## src/rtl/uncached_access_unit_if.sv

```systemverilog
// uncached_access_unit_if
//   Bundles the CPU-side uncached load/store/sync signals and the uncached
//   read/write channel towards the cache/AXI interface. Signal names keep
//   their _i/_o suffixes as seen from the access unit.
//   CPU side : rreq_i, raddr_i, rdata_o, rvalid_o, wreq_i, waddr_i, wdata_i,
//              wsel_i, sync_i, stall_o, wbuf_cnt_o
//   Mem side : mem_rreq_o, mem_raddr_o, mem_rvalid_i, mem_rdata_i,
//              mem_wreq_o, mem_waddr_o, mem_wdata_o, mem_wsel_o, mem_bvalid_i
//   Modports : slave  - the access unit itself
//              master - the environment (CPU stage + memory interface)
interface uncached_access_unit_if #(
    parameter int ADDR_W     = 32,
    parameter int DATA_W     = 32,
    parameter int WBUF_DEPTH = 4
);
    localparam int SEL_W = DATA_W / 8;
    localparam int CNT_W = $clog2(WBUF_DEPTH) + 1;

    // CPU memory stage
    logic              rreq_i;
    logic [ADDR_W-1:0] raddr_i;
    logic [DATA_W-1:0] rdata_o;
    logic              rvalid_o;
    logic              wreq_i;
    logic [ADDR_W-1:0] waddr_i;
    logic [DATA_W-1:0] wdata_i;
    logic [SEL_W-1:0]  wsel_i;
    logic              sync_i;
    logic              stall_o;
    logic [CNT_W-1:0]  wbuf_cnt_o;

    // uncached channels of the cache/AXI interface
    logic              mem_rreq_o;
    logic [ADDR_W-1:0] mem_raddr_o;
    logic              mem_rvalid_i;
    logic [DATA_W-1:0] mem_rdata_i;
    logic              mem_wreq_o;
    logic [ADDR_W-1:0] mem_waddr_o;
    logic [DATA_W-1:0] mem_wdata_o;
    logic [SEL_W-1:0]  mem_wsel_o;
    logic              mem_bvalid_i;

    modport slave (
        input  rreq_i, raddr_i, wreq_i, waddr_i, wdata_i, wsel_i, sync_i,
               mem_rvalid_i, mem_rdata_i, mem_bvalid_i,
        output rdata_o, rvalid_o, stall_o, wbuf_cnt_o,
               mem_rreq_o, mem_raddr_o, mem_wreq_o, mem_waddr_o, mem_wdata_o, mem_wsel_o
    );

    modport master (
        output rreq_i, raddr_i, wreq_i, waddr_i, wdata_i, wsel_i, sync_i,
               mem_rvalid_i, mem_rdata_i, mem_bvalid_i,
        input  rdata_o, rvalid_o, stall_o, wbuf_cnt_o,
               mem_rreq_o, mem_raddr_o, mem_wreq_o, mem_waddr_o, mem_wdata_o, mem_wsel_o
    );
endinterface

```

## src/rtl/uncached_access_unit.sv

```systemverilog
// uncached_access_unit
//   Uncached data access path between the CPU memory stage and the uncached
//   channels of the cache/AXI interface. Stores go into a posted-write FIFO
//   and retire immediately; the write FSM drains the FIFO one entry at a time
//   with a one-cycle gap after each write response. Loads and SYNC wait for
//   the FIFO to drain so MMIO accesses stay in program order.
//   Ports:
//     clk  - clock, all state on the rising edge
//     rst  - asynchronous reset, active low (0 = reset)
//     bus  - uncached_access_unit_if.slave (CPU side + memory side signals)
module uncached_access_unit #(
    parameter int ADDR_W     = 32,
    parameter int DATA_W     = 32,
    parameter int WBUF_DEPTH = 4
) (
    input  logic                   clk,
    input  logic                   rst,
    uncached_access_unit_if.slave  bus
);
    localparam int SEL_W = DATA_W / 8;
    localparam int PTR_W = $clog2(WBUF_DEPTH);
    localparam int CNT_W = PTR_W + 1;
    localparam logic [CNT_W-1:0] DEPTH_CNT = CNT_W'(WBUF_DEPTH);

    localparam logic [1:0] W_IDLE = 2'd0;
    localparam logic [1:0] W_REQ  = 2'd1;
    localparam logic [1:0] W_GAP  = 2'd2;

    localparam logic [1:0] R_IDLE  = 2'd0;
    localparam logic [1:0] R_DRAIN = 2'd1;
    localparam logic [1:0] R_REQ   = 2'd2;
    localparam logic [1:0] R_DONE  = 2'd3;

    logic [ADDR_W-1:0] fifo_addr [WBUF_DEPTH];
    logic [DATA_W-1:0] fifo_data [WBUF_DEPTH];
    logic [SEL_W-1:0]  fifo_sel  [WBUF_DEPTH];

    logic [PTR_W-1:0]  wr_ptr;
    logic [PTR_W-1:0]  rd_ptr;
    logic [CNT_W-1:0]  count;
    logic [1:0]        w_state;
    logic [1:0]        r_state;
    logic [ADDR_W-1:0] raddr_q;
    logic [DATA_W-1:0] rdata_q;

    logic full;
    logic empty;
    logic push;
    logic pop;
    logic w_req;
    logic r_req;
    logic drained;
    logic stall_raw;

    // full/empty come from the registered count: a pop this cycle does not
    // make room for a push in the same cycle.
    assign full    = (count == DEPTH_CNT);
    assign empty   = (count == '0);
    assign push    = bus.wreq_i && !full;
    assign w_req   = (w_state == W_REQ);
    assign r_req   = (r_state == R_REQ);
    assign pop     = w_req && bus.mem_bvalid_i;
    assign drained = empty && (w_state == W_IDLE);

    // Write buffer storage: data only, never reset
    always_ff @(posedge clk) begin
        if (push) begin
            fifo_addr[wr_ptr] <= bus.waddr_i;
            fifo_data[wr_ptr] <= bus.wdata_i;
            fifo_sel[wr_ptr]  <= bus.wsel_i;
        end
    end

    // Write buffer pointers and occupancy
    always_ff @(posedge clk or negedge rst) begin
        if (!rst) begin
            wr_ptr <= '0;
            rd_ptr <= '0;
            count  <= '0;
        end else begin
            if (push) wr_ptr <= wr_ptr + PTR_W'(1);
            if (pop)  rd_ptr <= rd_ptr + PTR_W'(1);
            if (push && !pop)
                count <= count + CNT_W'(1);
            else if (pop && !push)
                count <= count - CNT_W'(1);
        end
    end

    // Write FSM. Leaving W_IDLE is held off while a read is on the bus, so
    // a store pushed behind an outstanding load can never overlap it.
    always_ff @(posedge clk or negedge rst) begin
        if (!rst) begin
            w_state <= W_IDLE;
        end else begin
            case (w_state)
                W_IDLE:  if (!empty && !r_req) w_state <= W_REQ;
                W_REQ:   if (bus.mem_bvalid_i) w_state <= W_GAP;
                W_GAP:   w_state <= empty ? W_IDLE : W_REQ;
                default: w_state <= W_IDLE;
            endcase
        end
    end

    // Read FSM. A store pushed in the same cycle as the load request is not
    // yet visible in count, so it is excluded explicitly to keep the load
    // ordered behind it.
    always_ff @(posedge clk or negedge rst) begin
        if (!rst) begin
            r_state <= R_IDLE;
            rdata_q <= '0;
        end else begin
            case (r_state)
                R_IDLE:  if (bus.rreq_i) r_state <= (drained && !push) ? R_REQ : R_DRAIN;
                R_DRAIN: if (drained) r_state <= R_REQ;
                R_REQ: begin
                    if (bus.mem_rvalid_i) begin
                        rdata_q <= bus.mem_rdata_i;
                        r_state <= R_DONE;
                    end
                end
                default: r_state <= R_IDLE;
            endcase
        end
    end

    // Load address, latched on leaving R_IDLE
    always_ff @(posedge clk) begin
        if ((r_state == R_IDLE) && bus.rreq_i) raddr_q <= bus.raddr_i;
    end

    assign stall_raw = (bus.wreq_i && full)
                     || (bus.rreq_i && (r_state == R_IDLE))
                     || (r_state == R_DRAIN)
                     || r_req
                     || (bus.sync_i && !drained);

    // Gated by rst so the stall output is also 0 while reset is held,
    // even if the CPU keeps a request asserted.
    assign bus.stall_o     = rst && stall_raw;
    assign bus.rvalid_o    = (r_state == R_DONE);
    assign bus.rdata_o     = rdata_q;
    assign bus.wbuf_cnt_o  = count;

    assign bus.mem_rreq_o  = r_req;
    assign bus.mem_raddr_o = r_req ? raddr_q : '0;

    assign bus.mem_wreq_o  = w_req;
    assign bus.mem_waddr_o = w_req ? fifo_addr[rd_ptr] : '0;
    assign bus.mem_wdata_o = w_req ? fifo_data[rd_ptr] : '0;
    assign bus.mem_wsel_o  = w_req ? fifo_sel[rd_ptr]  : '0;
endmodule

```

## src/flat_wrapper.sv

```systemverilog
// flat-port wrapper written by rule: the top's interface ports become plain ports
module uncached_access_unit_flat 
#(
    parameter int ADDR_W     = 32,
    parameter int DATA_W     = 32,
    parameter int WBUF_DEPTH = 4
)
  (clk, rst, bus_rreq_i, bus_raddr_i, bus_wreq_i, bus_waddr_i, bus_wdata_i, bus_wsel_i, bus_sync_i, bus_mem_rvalid_i, bus_mem_rdata_i, bus_mem_bvalid_i, bus_rdata_o, bus_rvalid_o, bus_stall_o, bus_wbuf_cnt_o, bus_mem_rreq_o, bus_mem_raddr_o, bus_mem_wreq_o, bus_mem_waddr_o, bus_mem_wdata_o, bus_mem_wsel_o);
  uncached_access_unit_if #(.ADDR_W(ADDR_W), .DATA_W(DATA_W), .WBUF_DEPTH(WBUF_DEPTH)) bus_i ();
  input  logic clk;
  input  logic rst;
  input wire logic [$bits(bus_i.rreq_i)-1:0] bus_rreq_i;
  input wire logic [$bits(bus_i.raddr_i)-1:0] bus_raddr_i;
  input wire logic [$bits(bus_i.wreq_i)-1:0] bus_wreq_i;
  input wire logic [$bits(bus_i.waddr_i)-1:0] bus_waddr_i;
  input wire logic [$bits(bus_i.wdata_i)-1:0] bus_wdata_i;
  input wire logic [$bits(bus_i.wsel_i)-1:0] bus_wsel_i;
  input wire logic [$bits(bus_i.sync_i)-1:0] bus_sync_i;
  input wire logic [$bits(bus_i.mem_rvalid_i)-1:0] bus_mem_rvalid_i;
  input wire logic [$bits(bus_i.mem_rdata_i)-1:0] bus_mem_rdata_i;
  input wire logic [$bits(bus_i.mem_bvalid_i)-1:0] bus_mem_bvalid_i;
  output wire logic [$bits(bus_i.rdata_o)-1:0] bus_rdata_o;
  output wire logic [$bits(bus_i.rvalid_o)-1:0] bus_rvalid_o;
  output wire logic [$bits(bus_i.stall_o)-1:0] bus_stall_o;
  output wire logic [$bits(bus_i.wbuf_cnt_o)-1:0] bus_wbuf_cnt_o;
  output wire logic [$bits(bus_i.mem_rreq_o)-1:0] bus_mem_rreq_o;
  output wire logic [$bits(bus_i.mem_raddr_o)-1:0] bus_mem_raddr_o;
  output wire logic [$bits(bus_i.mem_wreq_o)-1:0] bus_mem_wreq_o;
  output wire logic [$bits(bus_i.mem_waddr_o)-1:0] bus_mem_waddr_o;
  output wire logic [$bits(bus_i.mem_wdata_o)-1:0] bus_mem_wdata_o;
  output wire logic [$bits(bus_i.mem_wsel_o)-1:0] bus_mem_wsel_o;
  assign bus_i.rreq_i = bus_rreq_i;
  assign bus_i.raddr_i = bus_raddr_i;
  assign bus_i.wreq_i = bus_wreq_i;
  assign bus_i.waddr_i = bus_waddr_i;
  assign bus_i.wdata_i = bus_wdata_i;
  assign bus_i.wsel_i = bus_wsel_i;
  assign bus_i.sync_i = bus_sync_i;
  assign bus_i.mem_rvalid_i = bus_mem_rvalid_i;
  assign bus_i.mem_rdata_i = bus_mem_rdata_i;
  assign bus_i.mem_bvalid_i = bus_mem_bvalid_i;
  assign bus_rdata_o = bus_i.rdata_o;
  assign bus_rvalid_o = bus_i.rvalid_o;
  assign bus_stall_o = bus_i.stall_o;
  assign bus_wbuf_cnt_o = bus_i.wbuf_cnt_o;
  assign bus_mem_rreq_o = bus_i.mem_rreq_o;
  assign bus_mem_raddr_o = bus_i.mem_raddr_o;
  assign bus_mem_wreq_o = bus_i.mem_wreq_o;
  assign bus_mem_waddr_o = bus_i.mem_waddr_o;
  assign bus_mem_wdata_o = bus_i.mem_wdata_o;
  assign bus_mem_wsel_o = bus_i.mem_wsel_o;
  uncached_access_unit #(.ADDR_W(ADDR_W), .DATA_W(DATA_W), .WBUF_DEPTH(WBUF_DEPTH)) u_core (.clk(clk), .rst(rst), .bus(bus_i));
endmodule
```

## config.mk

```make
export PLATFORM = sky130hd
export DESIGN_NAME = uncached_access_unit_flat
export DESIGN_NICKNAME = d
export VERILOG_FILES = /design/src/rtl/uncached_access_unit_if.sv /design/src/rtl/uncached_access_unit.sv /design/src/flat_wrapper.sv
export SDC_FILE = /design/constraint.sdc
export NUM_CORES = 1
export LEC_CHECK = 0
export ABC_AREA = 1
export BUFFER_PORTS_ARGS = -buffer_cell sky130_fd_sc_hd__buf_2
export CAP_MARGIN = 20
export CORE_ASPECT_RATIO = 1.5
export CORE_MARGIN = 5
export CORE_UTILIZATION = 30
export DETAILED_ROUTE_END_ITERATION = 8
export PLACE_DENSITY = 0.51
export SYNTH_ARGS = -nofsm -noshare
export SYNTH_HDL_FRONTEND = slang
export SYNTH_SLANG_ARGS = --single-unit
```

## constraint.sdc

```tcl
create_clock -name clk -period 4.81 [get_ports clk]
set_clock_uncertainty 0.05 [all_clocks]
set_input_delay 0.7215 -clock clk [delete_from_list [all_inputs] [get_ports clk]]
set_output_delay 0.7215 -clock clk [all_outputs]
set_load 0.02 [all_outputs]
```

==> results_dict.tcl, run 1 <==
set metrics [dict create \
    hold_class "primary input to async pin" \
    cp-endpoint "bus_mem_wdata_o[5]" \
    tightest_slew_ns 1.057 \
    timing.rr.end "u_core.fifo_addr[0][3]" \
    final.setup.tns_ns 0 \
    synth_compound_area_share_pct 7.801 \
    insertion_delay_ns 0.53 \
    switchingPower_mw 4.228 \
    relSlewSlack_pct 29.51 \
    start_util_pct 30.38 \
    final.min_clock_period_ns 3.885 \
    grt_pass1_wl_mm 51.86 \
    syn2layout_area_growth_pct 23.69 \
    row_count 95 \
    via_per_inst 4.477 \
    fin_crit_sh_pct 80.76 \
    synth_cells 1064 \
    max_freq_mhz 257.4 \
    drtPass1Iterations 7 \
    yosys.area_share.simple_pct 9.469 \
    wirelength_mm 33.54 \
    ctsHoldBuffers 0 \
    finalHoldViolations 0 \
    synth_area_um2 13650 \
    cts-buffers-inserted 37 \
    place.port_buffers 277 \
    grt_pass1_vias 9248 \
    ys_warn_count 0 \
    required_ns 4.04 \
    power_frac_clock_pct 24.8 \
    cp-start-kind "register" \
    final_antenna_net_count 0 \
    yosys-top-cells-count "edfxtp_1 (304), nor2_1 (283), o21ai_0 (111), a21oi_1 (69)" \
    p_per_area_nw_per_um2 663.3 \
    postCtsSetupRepairBufs 0 \
    core_um2 44930 \
    syn-mean-instance-area_um2 12.83 \
    irDropWorstVdd_mv 0.4140 \
    ys_top_cells_by_area "edfxtp_1 (67%), dfrtp_1 (7.9%), nor2_1 (7.8%), o21ai_0 (4.1%), mux2_2 (2.7%)" \
    cts_resized 0 \
    yosysTopAreaCell "edfxtp_1" \
    swShare_pct 37.76 \
    clk_pin_slew_worst_paths_ns 0.06 \
    cp_max_fo 84 \
    synth_cell_types 25 \
    yosysMostFrequentCell "edfxtp_1" \
    dieArea_um2 49950 \
    synth_top_area_share_pct 66.88 \
    end_kind "output pin" \
    outcome "finished, final reports clean" \
    ff2ff_path_depth 5 \
    post_synth_xor_area_fraction_pct 0.3208 \
    gp_congestion 0.7444 \
    cts_sinks 347 \
    ios 278 \
    wl_per_cell_um 17.18 \
    grt_max_degree 107 \
    seq_area_frac_synth_pct 74.76 \
    async_reset_ff_share_pct 12.39 \
    synth_ff_type "edfxtp_1" \
    drtIter0Drc 378 \
    p_int_mw 6.970 \
    grtUsageTotal_pct 13.20 \
    synth_edf_count 304 \
    crit_path_start "u_core.rd_ptr[0]" \
    reg2reg_slack_ns 2.20 \
    drive_gt1_share_pct 28.40 \
    r2r-start "u_core.bus.wbuf_cnt_o[0]" \
    fp.dieW_um 184.2 \
    post-route-drc-count 0 \
    maxCapViolations 0 \
    layout.nets 1488 \
    slew_violations 0 \
    pwr-share-comb_pct 36.6 \
    synth_top_family_by_area "simple AND/OR/NAND/NOR gates" \
    seqPwrFrac_pct 38.5 \
    power_mw 11.20 \
    synth_nets 1213 \
    hpwlAfterDp_mm 20.15 \
    h-tree-depth 2 \
    antenna_found_initial 7 \
    power.leakage_nw 6.714 \
    clk_path_buf_depth 3 \
    grt_overflow_total 0 \
    synthAdderAreaFrac_pct 0.9717 \
    synthMuxAreaShare_pct 2.723 \
    cts_tree "done" \
    num_vias 8739 \
    setup_viol 0 \
    timing_worst_setup_path_type "register to output pin" \
    die_h_um 271.2 \
    rsz0062_at_grt "false" \
    critPathArrivalTime_ns 3.11 \
    root_buffer "clkbuf_16" \
    synth_seq_cells 347 \
]
## layer usage
layer | routed length (um) | track usage (%) | up-vias
li1 | - | - | 4244
met1 | 13110 | 14.98 | 4191
met2 | 17110 | 23.50 | 235
met3 | 2402 | 4.045 | 61
met4 | 866 | 4.322 | 8
met5 | 55 | 0 | -
## power by group through the flow
stage	clock network, mW	registers [mW]	logic (mW)
finish	2.78	4.32	4.10
global route	3.00	4.38	4.60
CTS	2.87	4.32	4.23
detailed placement	0	4.37	4.22
global placement	0	4.36	4.17
floorplan	0	4.51	2.63
## kinds of logic after synthesis
| group | after synthesis |
|---|---|
| mux | 33 |
| xor+xnor | 5 |
| buf+inv | 116 |
| flops | 347 |
| fa+ha+maj | 10 |
| compound gates | 212 |
| simple gates | 341 |
## state kept, by name (all words and copies together) (netlist names)
signal	cells
u_core.wr_ptr	2
u_core.rd_ptr	2
u_core.fifo_sel	16
u_core.fifo_data	128
u_core.bus.rdata_o	32
u_core.raddr_q	32
u_core.r_state	2
u_core.bus.wbuf_cnt_o	3
u_core.fifo_addr	128
u_core.w_state	2
## layout by cell type (no fill, tap or decap), types with 30 or more instances in the layout
| cell type | instances |
|---|---|
| dfrtp_1 | 41 |
| nand2_1 | 54 |
| nor2_1 | 279 |
| buf_2 | 277 |
| mux2_2 | 33 |
| a21oi_1 | 69 |
| edfxtp_1 | 304 |
| clkbuf_16 | 41 |
| o21ai_1 | 30 |
| o21ai_0 | 111 |
| inv_1 | 54 |
## per-stage QoR
step                      util [%]  worst slack (ns)  area [um^2]  instances  hold WS (ns)
after floorplan                  -            0.5623        13650       1064        0.3759
after global placement       34.84             1.409        15650       1881        0.4280
after detailed placement     34.84             1.445        15650       1881        0.4328
after CTS                    37.50            0.8438        16850       1947        0.2273
after global routing         37.56            0.6533        16880       1950        0.2688
final                        37.57            0.9254        16880       1952        0.2366
## critical path: stages, from the launching register on
cell and delay [ns]:
dfrtp_4 0.84, buf_4 0.80, nor2_1 0.12, nor2_1 0.11
o21ai_0 0.10, a21oi_1 0.28, buf_2 0.21
## worst min path at each step
stage                            from               endpoint  slack (ns)  depth (start not counted)
finish                            rst       u_core.rd_ptr[0]        0.24                          2
global route                      rst      u_core.w_state[1]        0.27                          2
CTS                               rst      u_core.w_state[1]        0.23                          2
detailed placement  u_core.w_state[0]      u_core.w_state[0]        0.43                          1
global placement    u_core.w_state[0]      u_core.w_state[0]        0.43                          1
floorplan                         rst  u_core.bus.rdata_o[0]        0.38                          0
## cell type report
type	count	area, um^2
multi-input cells	601	2935
fillers	4398	28050
clock buffers	55	1077
flip-flops and latches	347	10210
diodes	4	10.01
repair buffers	295	1589
clock inverters	11	116.4
inverters	57	216.5
well taps	582	728.2
Power figures use the tool's default switching activity.
==> inputs of run 2 (changes only) <==
--- a/config.mk
+++ b/config.mk
@@ -5,14 +5,14 @@
 export SDC_FILE = /design/constraint.sdc
 export NUM_CORES = 1
 export LEC_CHECK = 0
-export ABC_AREA = 1
+export ABC_AREA = 0
 export BUFFER_PORTS_ARGS = -buffer_cell sky130_fd_sc_hd__buf_2
 export CAP_MARGIN = 20
 export CORE_ASPECT_RATIO = 1.5
 export CORE_MARGIN = 5
 export CORE_UTILIZATION = 30
 export DETAILED_ROUTE_END_ITERATION = 8
-export PLACE_DENSITY = 0.51
+export PLACE_DENSITY = 0.53
 export SYNTH_ARGS = -nofsm -noshare
 export SYNTH_HDL_FRONTEND = slang
 export SYNTH_SLANG_ARGS = --single-unit
==> constraint.sdc (replaced) <==
create_clock -name clk -period 3.45 [get_ports clk]
set_clock_uncertainty 0.05 [all_clocks]
set_input_delay 0.5175 -clock clk [delete_from_list [all_inputs] [get_ports clk]]
set_output_delay 0.5175 -clock clk [all_outputs]
set_load 0.02 [all_outputs]
==> results_dict.tcl, run 2 <==
set metrics [dict create \
    ios 278 \
    gp_congestion 0.7454 \
    start_util_pct 30.31 \
    synth_nets 787 \
    synth_cells 638 \
    pwr-share-comb_pct 35.2 \
    timing_worst_setup_path_type "register to output pin" \
    synth_cell_types 29 \
    grt_overflow_total 0 \
    via_per_inst 4.406 \
    swShare_pct 33.11 \
    post_synth_xor_area_fraction_pct 0.3942 \
    final.min_clock_period_ns 2.959 \
    max_freq_mhz 338.0 \
    end_kind "output pin" \
    yosysMostFrequentCell "edfxtp_1" \
    cp-start-kind "register" \
    met3_length_mm 1.982 \
    grt_pass1_vias 7524 \
    drtPass1Iterations 6 \
    yosys.area_share.simple_pct 5.612 \
    layout.nets 1090 \
    place.port_buffers 277 \
    final_antenna_net_count 0 \
    ys_top_cells_by_area "edfxtp_1 (68%), mux4_2 (11%), dfrtp_1 (8.1%), and2_1 (4.9%), mux2_2 (2.8%)" \
    setup_viol 0 \
    wl_per_cell_um 19.19 \
    die_h_um 268.2 \
    num_vias 6808 \
    row_count 94 \
    synth_seq_cells 347 \
    grt_max_degree 69 \
    cts_tree "done" \
    clk_path_buf_depth 3 \
    irDropWorstVdd_mv 0.4073 \
    synth_edf_count 304 \
    drive_gt1_share_pct 47.10 \
    dp_cells 1480 \
    cp_max_fo 29 \
    final_area_um2 16580 \
    path_cells "buf_12, mux4_2, and2_1, buf_2" \
    hpwlAfterDp_mm 19.13 \
    ff2ff_path_depth 8 \
    ys_warn_count 0 \
    yosysTopAreaCell "edfxtp_1" \
    cts-buffers-inserted 35 \
    slew_violations 0 \
    m1WireLength_mm 11.17 \
    rsz0062_at_grt "false" \
    syn2layout_area_growth_pct 24.37 \
    final.setup.tns_ns 0 \
    synth_ff_type "edfxtp_1" \
    seq_area_frac_synth_pct 76.55 \
    drtIter0Drc 283 \
    p_per_area_nw_per_um2 882.2 \
    synthAdderAreaFrac_pct 0.9948 \
    fp.dieW_um 182.1 \
    top_layer "met4" \
    synth_top_area_share_pct 68.47 \
    yosys-top-cells-count "edfxtp_1 (304), and2_1 (105), mux4_2 (68), dfrtp_1 (43), mux2_2 (33)" \
    cp_slowest_cell "dfrtp_4" \
    outcome "finished, final reports clean" \
    crit_family "flip-flops" \
    cts_resized 0 \
    reg2reg_slack_ns 1.12 \
    syn-mean-instance-area_um2 20.90 \
    grt_pass1_wl_mm 44.81 \
    tightest_slew_ns 0.5741 \
    p_int_mw 9.785 \
    maxCapViolations 0 \
    critPathArrivalTime_ns 2.39 \
    critical-path-max-stage-delay_ns 0.64 \
    h-tree-depth 2 \
    r2r-start "u_core.w_state[1]" \
    cts_sinks 347 \
    hold_class "primary input to async pin" \
    synth_area_um2 13330 \
    post-route-util_pct 37.69 \
    root_buffer "clkbuf_16" \
    seqPwrFrac_pct 40.9 \
    ctsHoldBuffers 0 \
    top_regs "u_core.fifo_addr (128), u_core.fifo_data (128)" \
    finalHoldViolations 0 \
    wirelength_mm 29.65 \
    required_ns 2.88 \
    met2RoutedLength_mm 15.89 \
    path_buf_inv 2 \
    timing.rr.end "u_core.bus.wbuf_cnt_o[1]" \
    hold_ws_ns 0.05262 \
    place_area_um2 15520 \
    synth_top_family_by_area "multiplexers" \
    layout_common_cells "edfxtp_1 (304), buf_2 (277), and2_1 (101)" \
    post-route-drc-count 0 \
    core_um2 43990 \
    clk_pin_slew_worst_paths_ns 0.06 \
    insertion_delay_ns 0.50 \
    power_frac_clock_pct 23.9 \
    dieArea_um2 48840 \
    async_reset_ff_share_pct 12.39 \
    antenna_found_initial 5 \
    postCtsSetupRepairBufs 0 \
    mostFrequentLayoutCell "edfxtp_1" \
    relSlewSlack_pct 61.73 \
    synthMuxAreaShare_pct 14.44 \
    power.leakage_nw 6.223 \
    switchingPower_mw 4.843 \
    fin_cells 1545 \
    grtUsageTotal_pct 11.92 \
    synth_compound_area_share_pct 0.4130 \
    fin_crit_sh_pct 85.76 \
]
[run 2: cell count changes after synthesis, moves of 44 or more]
cell     before  now
o21ai_0     111    2
mux4_2        0   68
a21oi_1      69    0
nor2_1      283    5
inv_1        54   10
and2_1        0  105
nand2_1      54    6
[run 2: final cells by class]
cell class | instances | area [um^2]
tap | 576 | 720.7
clock inverter | 14 | 75.07
fill | 4149 | 27410
clock buffer | 46 | 969.7
multi-input combinational | 251 | 2924
inverter | 10 | 37.54
antenna | 5 | 12.51
timing repair buffer | 296 | 1629
sequential | 347 | 10210
[run 2: stage by stage]
step | worst slack [ns] | power, mW
detailed placement | 0.9625 | 11.41
global placement | 0.9641 | 11.38
global route | 0.3360 | 15.51
floorplan | 0.3106 | 9.546
CTS | 0.3912 | 14.99
finish | 0.4914 | 14.63
[run 2: worst max-delay path by stage]
stage / start / endpoint / slack [ns] / cells after the start
after floorplan: u_core.bus.wbuf_cnt_o[0] / u_core.fifo_addr[0][0] / 0.31 / 3
after global placement: u_core.rd_ptr[0] / bus_mem_wdata_o[25] / 0.96 / 4
after detailed placement: u_core.rd_ptr[0] / bus_mem_wdata_o[25] / 0.96 / 4
after CTS: u_core.rd_ptr[0] / bus_mem_wdata_o[25] / 0.39 / 4
after global routing: u_core.rd_ptr[0] / bus_mem_wdata_o[25] / 0.34 / 4
final: u_core.rd_ptr[0] / bus_mem_wdata_o[25] / 0.49 / 4
[run 2: per-layer routing]
metal | global-route usage [%] | vias up
li1 | - | 3100
met1 | 13.33 | 3467
met2 | 22.22 | 207
met3 | 2.979 | 34
met4 | 3.795 | 0
met5 | 0 | -
[run 2: cells by family after synthesis]
logic type	after synthesis
xor+xnor	6
flops	347
buf+inv	40
fa+ha+maj	10
simple gates	124
compound gates	8
mux	103
[run 2: power groups by stage]
| stage | registers [mW] | logic [mW] | clock network [mW] |
|---|---|---|---|
| after floorplan | 6.23 | 3.31 | 0 |
| after global placement | 6.05 | 5.33 | 0 |
| after detailed placement | 6.08 | 5.33 | 0 |
| after CTS | 6.00 | 5.35 | 3.65 |
| after global routing | 6.08 | 5.60 | 3.83 |
| final | 5.98 | 5.15 | 3.50 |
